`config.mk`:
```
export PLATFORM = sky130hd
export DESIGN_NAME = alu_op_sequencer_flat
export DESIGN_NICKNAME = d
export VERILOG_FILES = /design/src/rtl/alu_op_sequencer_if.sv /design/src/rtl/alu_op_sequencer.sv /design/src/flat_wrapper.sv
export SDC_FILE = /design/constraint.sdc
export NUM_CORES = 1
export LEC_CHECK = 0
export ABC_AREA = 1
export CAP_MARGIN = 5
export CORE_MARGIN = 4
export CORE_UTILIZATION = 50
export DETAILED_ROUTE_END_ITERATION = 6
export GPL_ROUTABILITY_DRIVEN = 0
export PLACE_DENSITY = 0.76
export SLEW_MARGIN = 20
export SYNTH_ARGS = -nofsm -noshare
export SYNTH_HDL_FRONTEND = slang
export SYNTH_SLANG_ARGS = --single-unit
export TNS_END_PERCENT = 20
```
`constraint.sdc`:
```
create_clock -name CLK -period 4.5 [get_ports CLK]
set_clock_uncertainty 0.1 [all_clocks]
set_input_delay 0.9 -clock CLK [delete_from_list [all_inputs] [get_ports CLK]]
set_output_delay 0.9 -clock CLK [all_outputs]
set_load 0.03 [all_outputs]
```
`src/rtl/alu_op_sequencer_if.sv`:
```
// rtl/alu_op_sequencer_if.sv - ALU word/op types and the ALU request/result interface
package alu_pkg;
  typedef logic [31:0] word_t;
  typedef enum logic [3:0] {
    ALU_SLL  = 4'd0,
    ALU_SRL  = 4'd1,
    ALU_ADD  = 4'd2,
    ALU_SUB  = 4'd3,
    ALU_AND  = 4'd4,
    ALU_OR   = 4'd5,
    ALU_XOR  = 4'd6,
    ALU_NOR  = 4'd7,
    ALU_SLT  = 4'd8,
    ALU_SLTU = 4'd9
  } aluop_t;
endpackage

interface alu_if;
  import alu_pkg::*;
  word_t  portA;
  word_t  portB;
  aluop_t aluop;
  word_t  portOut;
  logic   negative;
  logic   overflow;
  logic   zero;

  // Request side drives operands/op and samples the combinational result
  modport tb  (output portA, portB, aluop, input portOut, negative, overflow, zero);
  modport alu (input portA, portB, aluop, output portOut, negative, overflow, zero);
endinterface

```
`src/rtl/alu_op_sequencer.sv`:
```
// rtl/alu_op_sequencer.sv - FIFO-buffered ALU request issuer with in-order response register (option: ALU_SEQ_CHAIN_EN)
module alu_op_sequencer
  import alu_pkg::*;
#(
  parameter int DEPTH = 4,
  parameter int TAG_W = 4
) (
  input  logic             CLK,
  input  logic             RST,
  input  logic             req_valid,
  output logic             req_ready,
  input  word_t            req_a,
  input  word_t            req_b,
  input  aluop_t           req_op,
  input  logic [TAG_W-1:0] req_tag,
`ifdef ALU_SEQ_CHAIN_EN
  input  logic             req_chain,
`endif
  output logic             rsp_valid,
  input  logic             rsp_ready,
  output word_t            rsp_out,
  output logic             rsp_neg,
  output logic             rsp_ovf,
  output logic             rsp_zero,
  output logic [TAG_W-1:0] rsp_tag,
  output logic             sticky_ovf,
  input  logic             clr_sticky,
  alu_if.tb                aluif
);
  localparam int AW = $clog2(DEPTH);

  word_t            mem_a   [DEPTH];
  word_t            mem_b   [DEPTH];
  aluop_t           mem_op  [DEPTH];
  logic [TAG_W-1:0] mem_tag [DEPTH];
  logic [AW-1:0]    wr_ptr, rd_ptr;
  logic [AW:0]      count;
  logic             full, empty, push, pop, adv;

  word_t            iss_a, iss_b;
  aluop_t           iss_op;
  logic [TAG_W-1:0] iss_tag;
  logic             iss_valid;
  word_t            port_a;

  assign full      = (count == (AW+1)'(DEPTH));
  assign empty     = (count == '0);
  assign req_ready = !full;
  assign push      = req_valid && !full;
  // Whole pipeline moves together unless a held response blocks it
  assign adv       = !rsp_valid || rsp_ready;
  assign pop       = adv && !empty;

`ifdef ALU_SEQ_CHAIN_EN
  logic mem_chain [DEPTH];
  logic iss_chain;
  word_t last_result;
  // Chained entries take operand A from the result captured on the edge that issued them
  assign port_a = iss_chain ? last_result : iss_a;
`else
  assign port_a = iss_a;
`endif

  assign aluif.portA = port_a;
  assign aluif.portB = iss_b;
  assign aluif.aluop = iss_op;

  // FIFO storage write; entries need no reset since count gates their use
  always_ff @(posedge CLK) begin
    if (push) begin
      mem_a[wr_ptr]   <= req_a;
      mem_b[wr_ptr]   <= req_b;
      mem_op[wr_ptr]  <= req_op;
      mem_tag[wr_ptr] <= req_tag;
`ifdef ALU_SEQ_CHAIN_EN
      mem_chain[wr_ptr] <= req_chain;
`endif
    end
  end

  // FIFO pointers and occupancy
  always_ff @(posedge CLK or posedge RST) begin
    if (RST) begin
      wr_ptr <= '0;
      rd_ptr <= '0;
      count  <= '0;
    end else begin
      if (push) wr_ptr <= wr_ptr + 1'b1;
      if (pop)  rd_ptr <= rd_ptr + 1'b1;
      case ({push, pop})
        2'b10:   count <= count + 1'b1;
        2'b01:   count <= count - 1'b1;
        default: count <= count;
      endcase
    end
  end

  // Issue stage: registered operands feed the ALU; values hold when it drains
  always_ff @(posedge CLK or posedge RST) begin
    if (RST) begin
      iss_valid <= 1'b0;
      iss_a     <= '0;
      iss_b     <= '0;
      iss_op    <= ALU_SLL;
      iss_tag   <= '0;
`ifdef ALU_SEQ_CHAIN_EN
      iss_chain <= 1'b0;
`endif
    end else if (adv) begin
      if (!empty) begin
        iss_valid <= 1'b1;
        iss_a     <= mem_a[rd_ptr];
        iss_b     <= mem_b[rd_ptr];
        iss_op    <= mem_op[rd_ptr];
        iss_tag   <= mem_tag[rd_ptr];
`ifdef ALU_SEQ_CHAIN_EN
        iss_chain <= mem_chain[rd_ptr];
`endif
      end else begin
        iss_valid <= 1'b0;
`ifdef ALU_SEQ_CHAIN_EN
        // Freeze the forwarded operand so portA stays put while idle
        iss_a     <= port_a;
        iss_chain <= 1'b0;
`endif
      end
    end
  end

  // Response register captures the ALU result of the issued entry
  always_ff @(posedge CLK or posedge RST) begin
    if (RST) begin
      rsp_valid <= 1'b0;
      rsp_out   <= '0;
      rsp_neg   <= 1'b0;
      rsp_ovf   <= 1'b0;
      rsp_zero  <= 1'b0;
      rsp_tag   <= '0;
`ifdef ALU_SEQ_CHAIN_EN
      last_result <= '0;
`endif
    end else if (adv) begin
      rsp_valid <= iss_valid;
      if (iss_valid) begin
        rsp_out  <= aluif.portOut;
        rsp_neg  <= aluif.negative;
        rsp_ovf  <= aluif.overflow;
        rsp_zero <= aluif.zero;
        rsp_tag  <= iss_tag;
`ifdef ALU_SEQ_CHAIN_EN
        last_result <= aluif.portOut;
`endif
      end
    end
  end

  // Sticky overflow: a capture with overflow takes priority over a clear
  always_ff @(posedge CLK or posedge RST) begin
    if (RST) begin
      sticky_ovf <= 1'b0;
    end else if (adv && iss_valid && aluif.overflow) begin
      sticky_ovf <= 1'b1;
    end else if (clr_sticky) begin
      sticky_ovf <= 1'b0;
    end
  end

endmodule

```
`src/flat_wrapper.sv`:
```
// flat-port wrapper written by rule: the top's interface ports become plain ports
module alu_op_sequencer_flat import alu_pkg::*;
#(
  parameter int DEPTH = 4,
  parameter int TAG_W = 4
)
  (CLK, RST, req_valid, req_ready, req_a, req_b, req_op, req_tag, rsp_valid, rsp_ready, rsp_out, rsp_neg, rsp_ovf, rsp_zero, rsp_tag, sticky_ovf, clr_sticky, aluif_portA, aluif_portB, aluif_aluop, aluif_portOut, aluif_negative, aluif_overflow, aluif_zero);
  alu_if aluif_i ();
  input  logic CLK;
  input  logic RST;
  input  logic req_valid;
  output logic req_ready;
  input  word_t req_a;
  input  word_t req_b;
  input  aluop_t req_op;
  input  logic [TAG_W-1:0] req_tag;
  output logic rsp_valid;
  input  logic rsp_ready;
  output word_t rsp_out;
  output logic rsp_neg;
  output logic rsp_ovf;
  output logic rsp_zero;
  output logic [TAG_W-1:0] rsp_tag;
  output logic sticky_ovf;
  input  logic clr_sticky;
  output wire logic [$bits(aluif_i.portA)-1:0] aluif_portA;
  output wire logic [$bits(aluif_i.portB)-1:0] aluif_portB;
  output wire logic [$bits(aluif_i.aluop)-1:0] aluif_aluop;
  input wire logic [$bits(aluif_i.portOut)-1:0] aluif_portOut;
  input wire logic [$bits(aluif_i.negative)-1:0] aluif_negative;
  input wire logic [$bits(aluif_i.overflow)-1:0] aluif_overflow;
  input wire logic [$bits(aluif_i.zero)-1:0] aluif_zero;
  assign aluif_portA = aluif_i.portA;
  assign aluif_portB = aluif_i.portB;
  assign aluif_aluop = aluif_i.aluop;
  assign aluif_i.portOut = aluif_portOut;
  assign aluif_i.negative = aluif_negative;
  assign aluif_i.overflow = aluif_overflow;
  assign aluif_i.zero = aluif_zero;
  alu_op_sequencer #(.DEPTH(DEPTH), .TAG_W(TAG_W)) u_core (.CLK(CLK), .RST(RST), .req_valid(req_valid), .req_ready(req_ready), .req_a(req_a), .req_b(req_b), .req_op(req_op), .req_tag(req_tag), .rsp_valid(rsp_valid), .rsp_ready(rsp_ready), .rsp_out(rsp_out), .rsp_neg(rsp_neg), .rsp_ovf(rsp_ovf), .rsp_zero(rsp_zero), .rsp_tag(rsp_tag), .sticky_ovf(sticky_ovf), .clr_sticky(clr_sticky), .aluif(aluif_i));
endmodule
```
== Word level (Yosys, flattened, before mapping) ==
Memories as Yosys holds them, arrays and structs flattened. A register that Yosys moved wholly into a read port is not among the register bits.
Index checks and enable logic that the tools add are counted.

* Flip-flop bits (word level): 49
* Memory bits (writable): 288
* Input port bits: 112
* Output and inout port bits: 110
* Memories: 4

* $add $sub $neg: 4
* Eq/ne operators: 3
* Mux-type cells: 6
* Bitwise gates (word level): 1
* Reductions and logical operators: 13

{| class="wikitable"
|+ Memories
! name !! depth !! width !! rd ports !! clocked after Yosys merged registers in !! write ports !! RTL line !! text
|-
| u_core.mem_a || 4 || 32 || 1 || 1 || 1 || alu_op_sequencer.sv:32 || <nowiki>word_t mem_a [DEPTH];</nowiki>
|-
| u_core.mem_b || 4 || 32 || 1 || 1 || 1 || alu_op_sequencer.sv:33 || <nowiki>word_t mem_b [DEPTH];</nowiki>
|-
| u_core.mem_op || 4 || 4 || 1 || 1 || 1 || alu_op_sequencer.sv:34 || <nowiki>aluop_t mem_op [DEPTH];</nowiki>
|-
| u_core.mem_tag || 4 || 4 || 1 || 1 || 1 || alu_op_sequencer.sv:35 || <nowiki>logic [TAG_W-1:0] mem_tag [DEPTH];</nowiki>
|}

{| class="wikitable"
|+ Operators with widths
! kind !! count
|-
| $pmux 3 s2 || 1
|-
| $mux 1 || 5
|-
| $add 2x1->2 const B || 2
|-
| $logic_and 1x1->1 || 4
|-
| $reduce_and 2->1 || 2
|-
| $reduce_bool 2->1 || 2
|-
| $add 3x1->3 const B || 1
|-
| $eq 3x3->1 const B || 1
|-
| $logic_not 1->1 || 3
|-
| $logic_not 3->1 || 1
|-
| $sub 3x1->3 const B || 1
|-
| $eq 2x1->1 const B || 1
|-
| $eq 2x2->1 const B || 1
|-
| $logic_or 1x1->1 || 1
|-
| $not 1->1 || 1
|}

== Longest topological paths before layout ==
* Depth in word-level cells: 5
* Gate-level depth with buffers: 11
* Gate-level depth less buffers: 10

== Worst setup path before layout ==
OpenSTA, ideal clock, no wires.

* Kind: in2reg
* Start point: input port req_valid
* End point: memory u_core.mem_a[0][0] (netlist bit) (enable)
* Setup time: 503 ps
* Data arrival time: 4086 ps
* Data required time: 3897 ps
* Path slack: -189 ps
* Cell stages on the path: 2
* Path through: nand2_1 nor2_1

* Word-level cells in the longest chain between the ends: 3

{| class="wikitable"
|+ Ends and longest elaborated chain
! what !! RTL line !! text
|-
| start: declaration || flat_wrapper.sv:11 || <nowiki>input logic req_valid;</nowiki>
|-
| $logic_and 1x1->1 || alu_op_sequencer.sv:49 || <nowiki>assign push = req_valid && !full;</nowiki>
|-
| $mux 1 || alu_op_sequencer.sv:70 || <nowiki>if (push) begin</nowiki>
|-
| $mux 1 (not written as such) || alu_op_sequencer.sv:71 || <nowiki>mem_a[wr_ptr] <= req_a;</nowiki>
|-
| end: declaration || alu_op_sequencer.sv:32 ||
|}

Every way passes these cells.

== Worst setup path in the final report ==
* Start point: register u_core.count[0]
* End point: output port req_ready

* Word-level cells in the longest chain between the ends: 2

{| class="wikitable"
|+ Ends and longest elaborated chain
! what !! RTL line !! text
|-
| start: declaration || alu_op_sequencer.sv:37 || <nowiki>logic [AW:0] count;</nowiki>
|-
| start signal: assignment || alu_op_sequencer.sv:91 || <nowiki>2'b10: count <= count + 1'b1;</nowiki>
|-
| start signal: assignment || alu_op_sequencer.sv:92 || <nowiki>2'b01: count <= count - 1'b1;</nowiki>
|-
| start signal: assignment || alu_op_sequencer.sv:93 || <nowiki>default: count <= count;</nowiki>
|-
| $eq 3x3->1 || alu_op_sequencer.sv:46 || <nowiki>assign full = (count == (AW+1)'(DEPTH));</nowiki>
|-
| $logic_not 1->1 || alu_op_sequencer.sv:48 || <nowiki>assign req_ready = !full;</nowiki>
|-
| end: declaration || flat_wrapper.sv:12 || <nowiki>output logic req_ready;</nowiki>
|}

Every way passes these cells.

==> impl_metrics.env <==
export IMPL_outcome="finished, final reports clean"
export IMPL_crit_type="flip-flop to primary output"
export IMPL_synth_top_cells_by_area="edfxtp_1 (52%), dfrtp_1 (18%), nand2_1 (16%)"
export IMPL_max_slew_margin=0.277
export IMPL_first_pass_iters=5
export IMPL_grt_max_degree=94
export IMPL_die_y_um=191
export IMPL_drive_above_1_share=0.0473
export IMPL_hold_buffers=0
export IMPL_fin_area_mm2=0.0208
export IMPL_drc=0
export IMPL_critPathArrivalTime_ns=1.87
export IMPL_p_leak_uw=0.00966
export IMPL_vias_per_cell=4.79
export IMPL_start_util=0.510
export IMPL_r2r_start="u_core.rd_ptr[0]"
export IMPL_clock_latency_ns=0.53
export IMPL_dpl_cell_area_mm2=0.0193
export IMPL_cp_end_kind="primary output"
export IMPL_grt_total_usage=0.204
export IMPL_avgSynthCellArea_um2=10.1
export IMPL_antenna_found_initial=3
export IMPL_ys_types=17
export IMPL_syn_area_mm2=0.0167
export IMPL_cp_max_fo=3
export IMPL_ios=222
export IMPL_hold_path_startpoint="u_core.iss_tag[2]"
export IMPL_grt_overflow_total=0
export IMPL_root_buffer="clkbuf_16"
export IMPL_cts_resized_gates=0
export IMPL_io_buffers=221
export IMPL_crit_start="u_core.count[0]"
export IMPL_period_share=0.638
export IMPL_area_delta_synth_final_pct=24.2
export IMPL_worstHoldPathType="flip-flop to flip-flop"
export IMPL_ys_seq_elements=409
export IMPL_cts_tree="built"
export IMPL_cap_violations=0
export IMPL_yosysMostFrequentCell="nand2_1"
export IMPL_yosys_area_top_type_share=0.517
export IMPL_drv_slew=0
export IMPL_dpl_hpwl_um=22100
export IMPL_cts_htree_levels=2
export IMPL_wl_um=37200
export IMPL_route_vias_total=11238
export IMPL_tightest_slew_ns=1.08
export IMPL_dp_cells=2268
export IMPL_numCtsBuffers=42
export IMPL_ys_flop_type="edfxtp_1"
export IMPL_rows=66
export IMPL_seq_area_frac_synth=0.699
export IMPL_clk_pin_slew_ns=0.06
export IMPL_die_area_mm2=0.0364
export IMPL_synth_top_area_cell="edfxtp_1"
export IMPL_powerDensity_mw_per_mm2=712
export IMPL_setup_violations=0
export IMPL_rrSetupSlack_ns=1.79
export IMPL_initialDrtViolationCount=618
export IMPL_core_area_mm2=0.0328
export IMPL_synth_commonest_cells="nand2_1 (708), inv_1 (303), edfxtp_1 (288)"
export IMPL_route_antenna_remaining_nets=0
export IMPL_clock_path_buffers=3
export IMPL_fillCellCount=2550
export IMPL_fmax_ghz=0.348
export IMPL_grt_pass1_wl_um=59500
export IMPL_setup_tns_ns=0
export IMPL_finalCriticalPeriod_ns=2.87
export IMPL_rsz0062_at_grt="false"
export IMPL_vdd_drop_max_mv=0.428
export IMPL_syn_num_nets=1775
export IMPL_syn_inst=1657
export IMPL_instances_no_fill=2346
export IMPL_avgRoutedWirePerCell_um=15.8
export IMPL_nNetsFinal=1988
export IMPL_first_global_vias=11694
export IMPL_cts_sinks=409
export IMPL_cts_setup_buffers=0
export IMPL_p_total_uw=14800
export IMPL_critical_path_required_ns=3.50
export IMPL_die_x_um=191
export IMPL_timing_final_hold_violations=0
export IMPL_start_kind="flip-flop"
export IMPL_yosys_warnings=0
export IMPL_synth_edf_count=288
export IMPL_synth_async_reset_ratio=0.296
-- final timing paths --
kind / cells past startpoint / to
worst max-delay path: 3 / req_ready
worst max register to register: 7 / u_core.aluif.portB[14]
worst min register to register: 2 / u_core.rsp_tag[2]
min in group asynchronous: 2 / u_core.rsp_out[5]
max in group asynchronous: 3 / u_core.aluif.portB[13]
worst min-delay path: 2 / u_core.rsp_tag[2]
-- state kept, by name, indices dropped and copies added, names as in the netlist --
signal / flops
u_core.count: 3
u_core.rsp_tag: 4
u_core.rd_ptr: 2
u_core.mem_op: 16
u_core.rsp_valid: 1
u_core.aluif.portA: 32
u_core.rsp_ovf: 1
u_core.mem_a: 128
u_core.mem_tag: 16
u_core.rsp_neg: 1
u_core.rsp_out: 32
u_core.rsp_zero: 1
u_core.aluif.aluop: 4
u_core.iss_valid: 1
u_core.mem_b: 128
u_core.aluif.portB: 32
u_core.iss_tag: 4
u_core.wr_ptr: 2
u_core.sticky_ovf: 1
-- cell families (layout without fill, tap and decap cells) --
| group | count (synthesis) | in the layout | share of synthesized area |
|---|---|---|---|
| AND/OR/NAND/NOR | 859 | 859 | 0.204 |
| XOR/XNOR | 5 | 5 | 0.00262 |
| other | 0 | 1 | 0 |
| flip-flops | 409 | 409 | 0.699 |
| buffers and inverters | 375 | 621 | 0.0891 |
| adder cells (fa/ha/maj) | 6 | 6 | 0.00494 |
| AO/OA/AOI/OAI | 3 | 3 | 0.000898 |
-- layout by cell type, fill, tap and decap left out --
cell	count
diode_2	1
nor2_4	4
clkbuf_16	44
nand2_4	1
clkbuf_8	4
bufinv_16	5
clkbuf_1	7
clkinv_2	8
clkdlybuf4s50_1	221
xor2_1	3
inv_4	1
xnor2_1	2
edfxtp_1	288
buf_12	2
nand2_1	707
nor2_1	1
o21ai_0	3
dfrtp_1	119
nand3_1	146
inv_1	302
clkinvlp_4	2
ha_1	5
clkinv_1	8
fa_1	1
buf_4	15
inv_6	2
dfrtp_4	2
-- where the power goes --
part           switching (uW)  internal, uW
clock                    1380          2140
sequential                494          5170
combinational            3710          1880
-- worst max-delay path: stages (launching register included) --
cell and delay [ns]:
dfrtp_1 0.42, nor2_1 0.16, nand2_1 0.14, clkdlybuf4s50_1 0.63
-- cell type report --
class | instances | area [um^2] | area share
flip-flops and latches | 409 | 11700 | 0.563
multi-input cells | 873 | 3590 | 0.173
repair buffers | 238 | 2360 | 0.114
clock buffers | 55 | 1180 | 0.0569
inverters | 306 | 1160 | 0.0558
well taps | 442 | 553 | 0.0266
clock inverters | 22 | 234 | 0.0113
diodes | 1 | 2.50 | 0.000121
-- routing by layer --
layer  wire [um]  share of wire  track usage  vias to the layer above
met5          34        0.00091            0                        -
met2       18600           0.50        0.370                      348
met3        2450          0.066       0.0399                       51
met1       15400           0.42        0.249                     5316
li1            -              -            -                     5519
met4         672          0.018       0.0528                        4
-- per-stage QoR --
stage | hold WS, ns | worst slack [ns] | util
after floorplan | 0.342 | -0.189 | -
after global placement | 0.351 | 1.49 | 0.590
after detailed placement | 0.364 | 1.45 | 0.590
after CTS | 0.380 | 1.59 | 0.633
after global routing | 0.395 | 1.55 | 0.633
final | 0.374 | 1.63 | 0.633
Note: power is estimated with default switching activity, not from simulation.
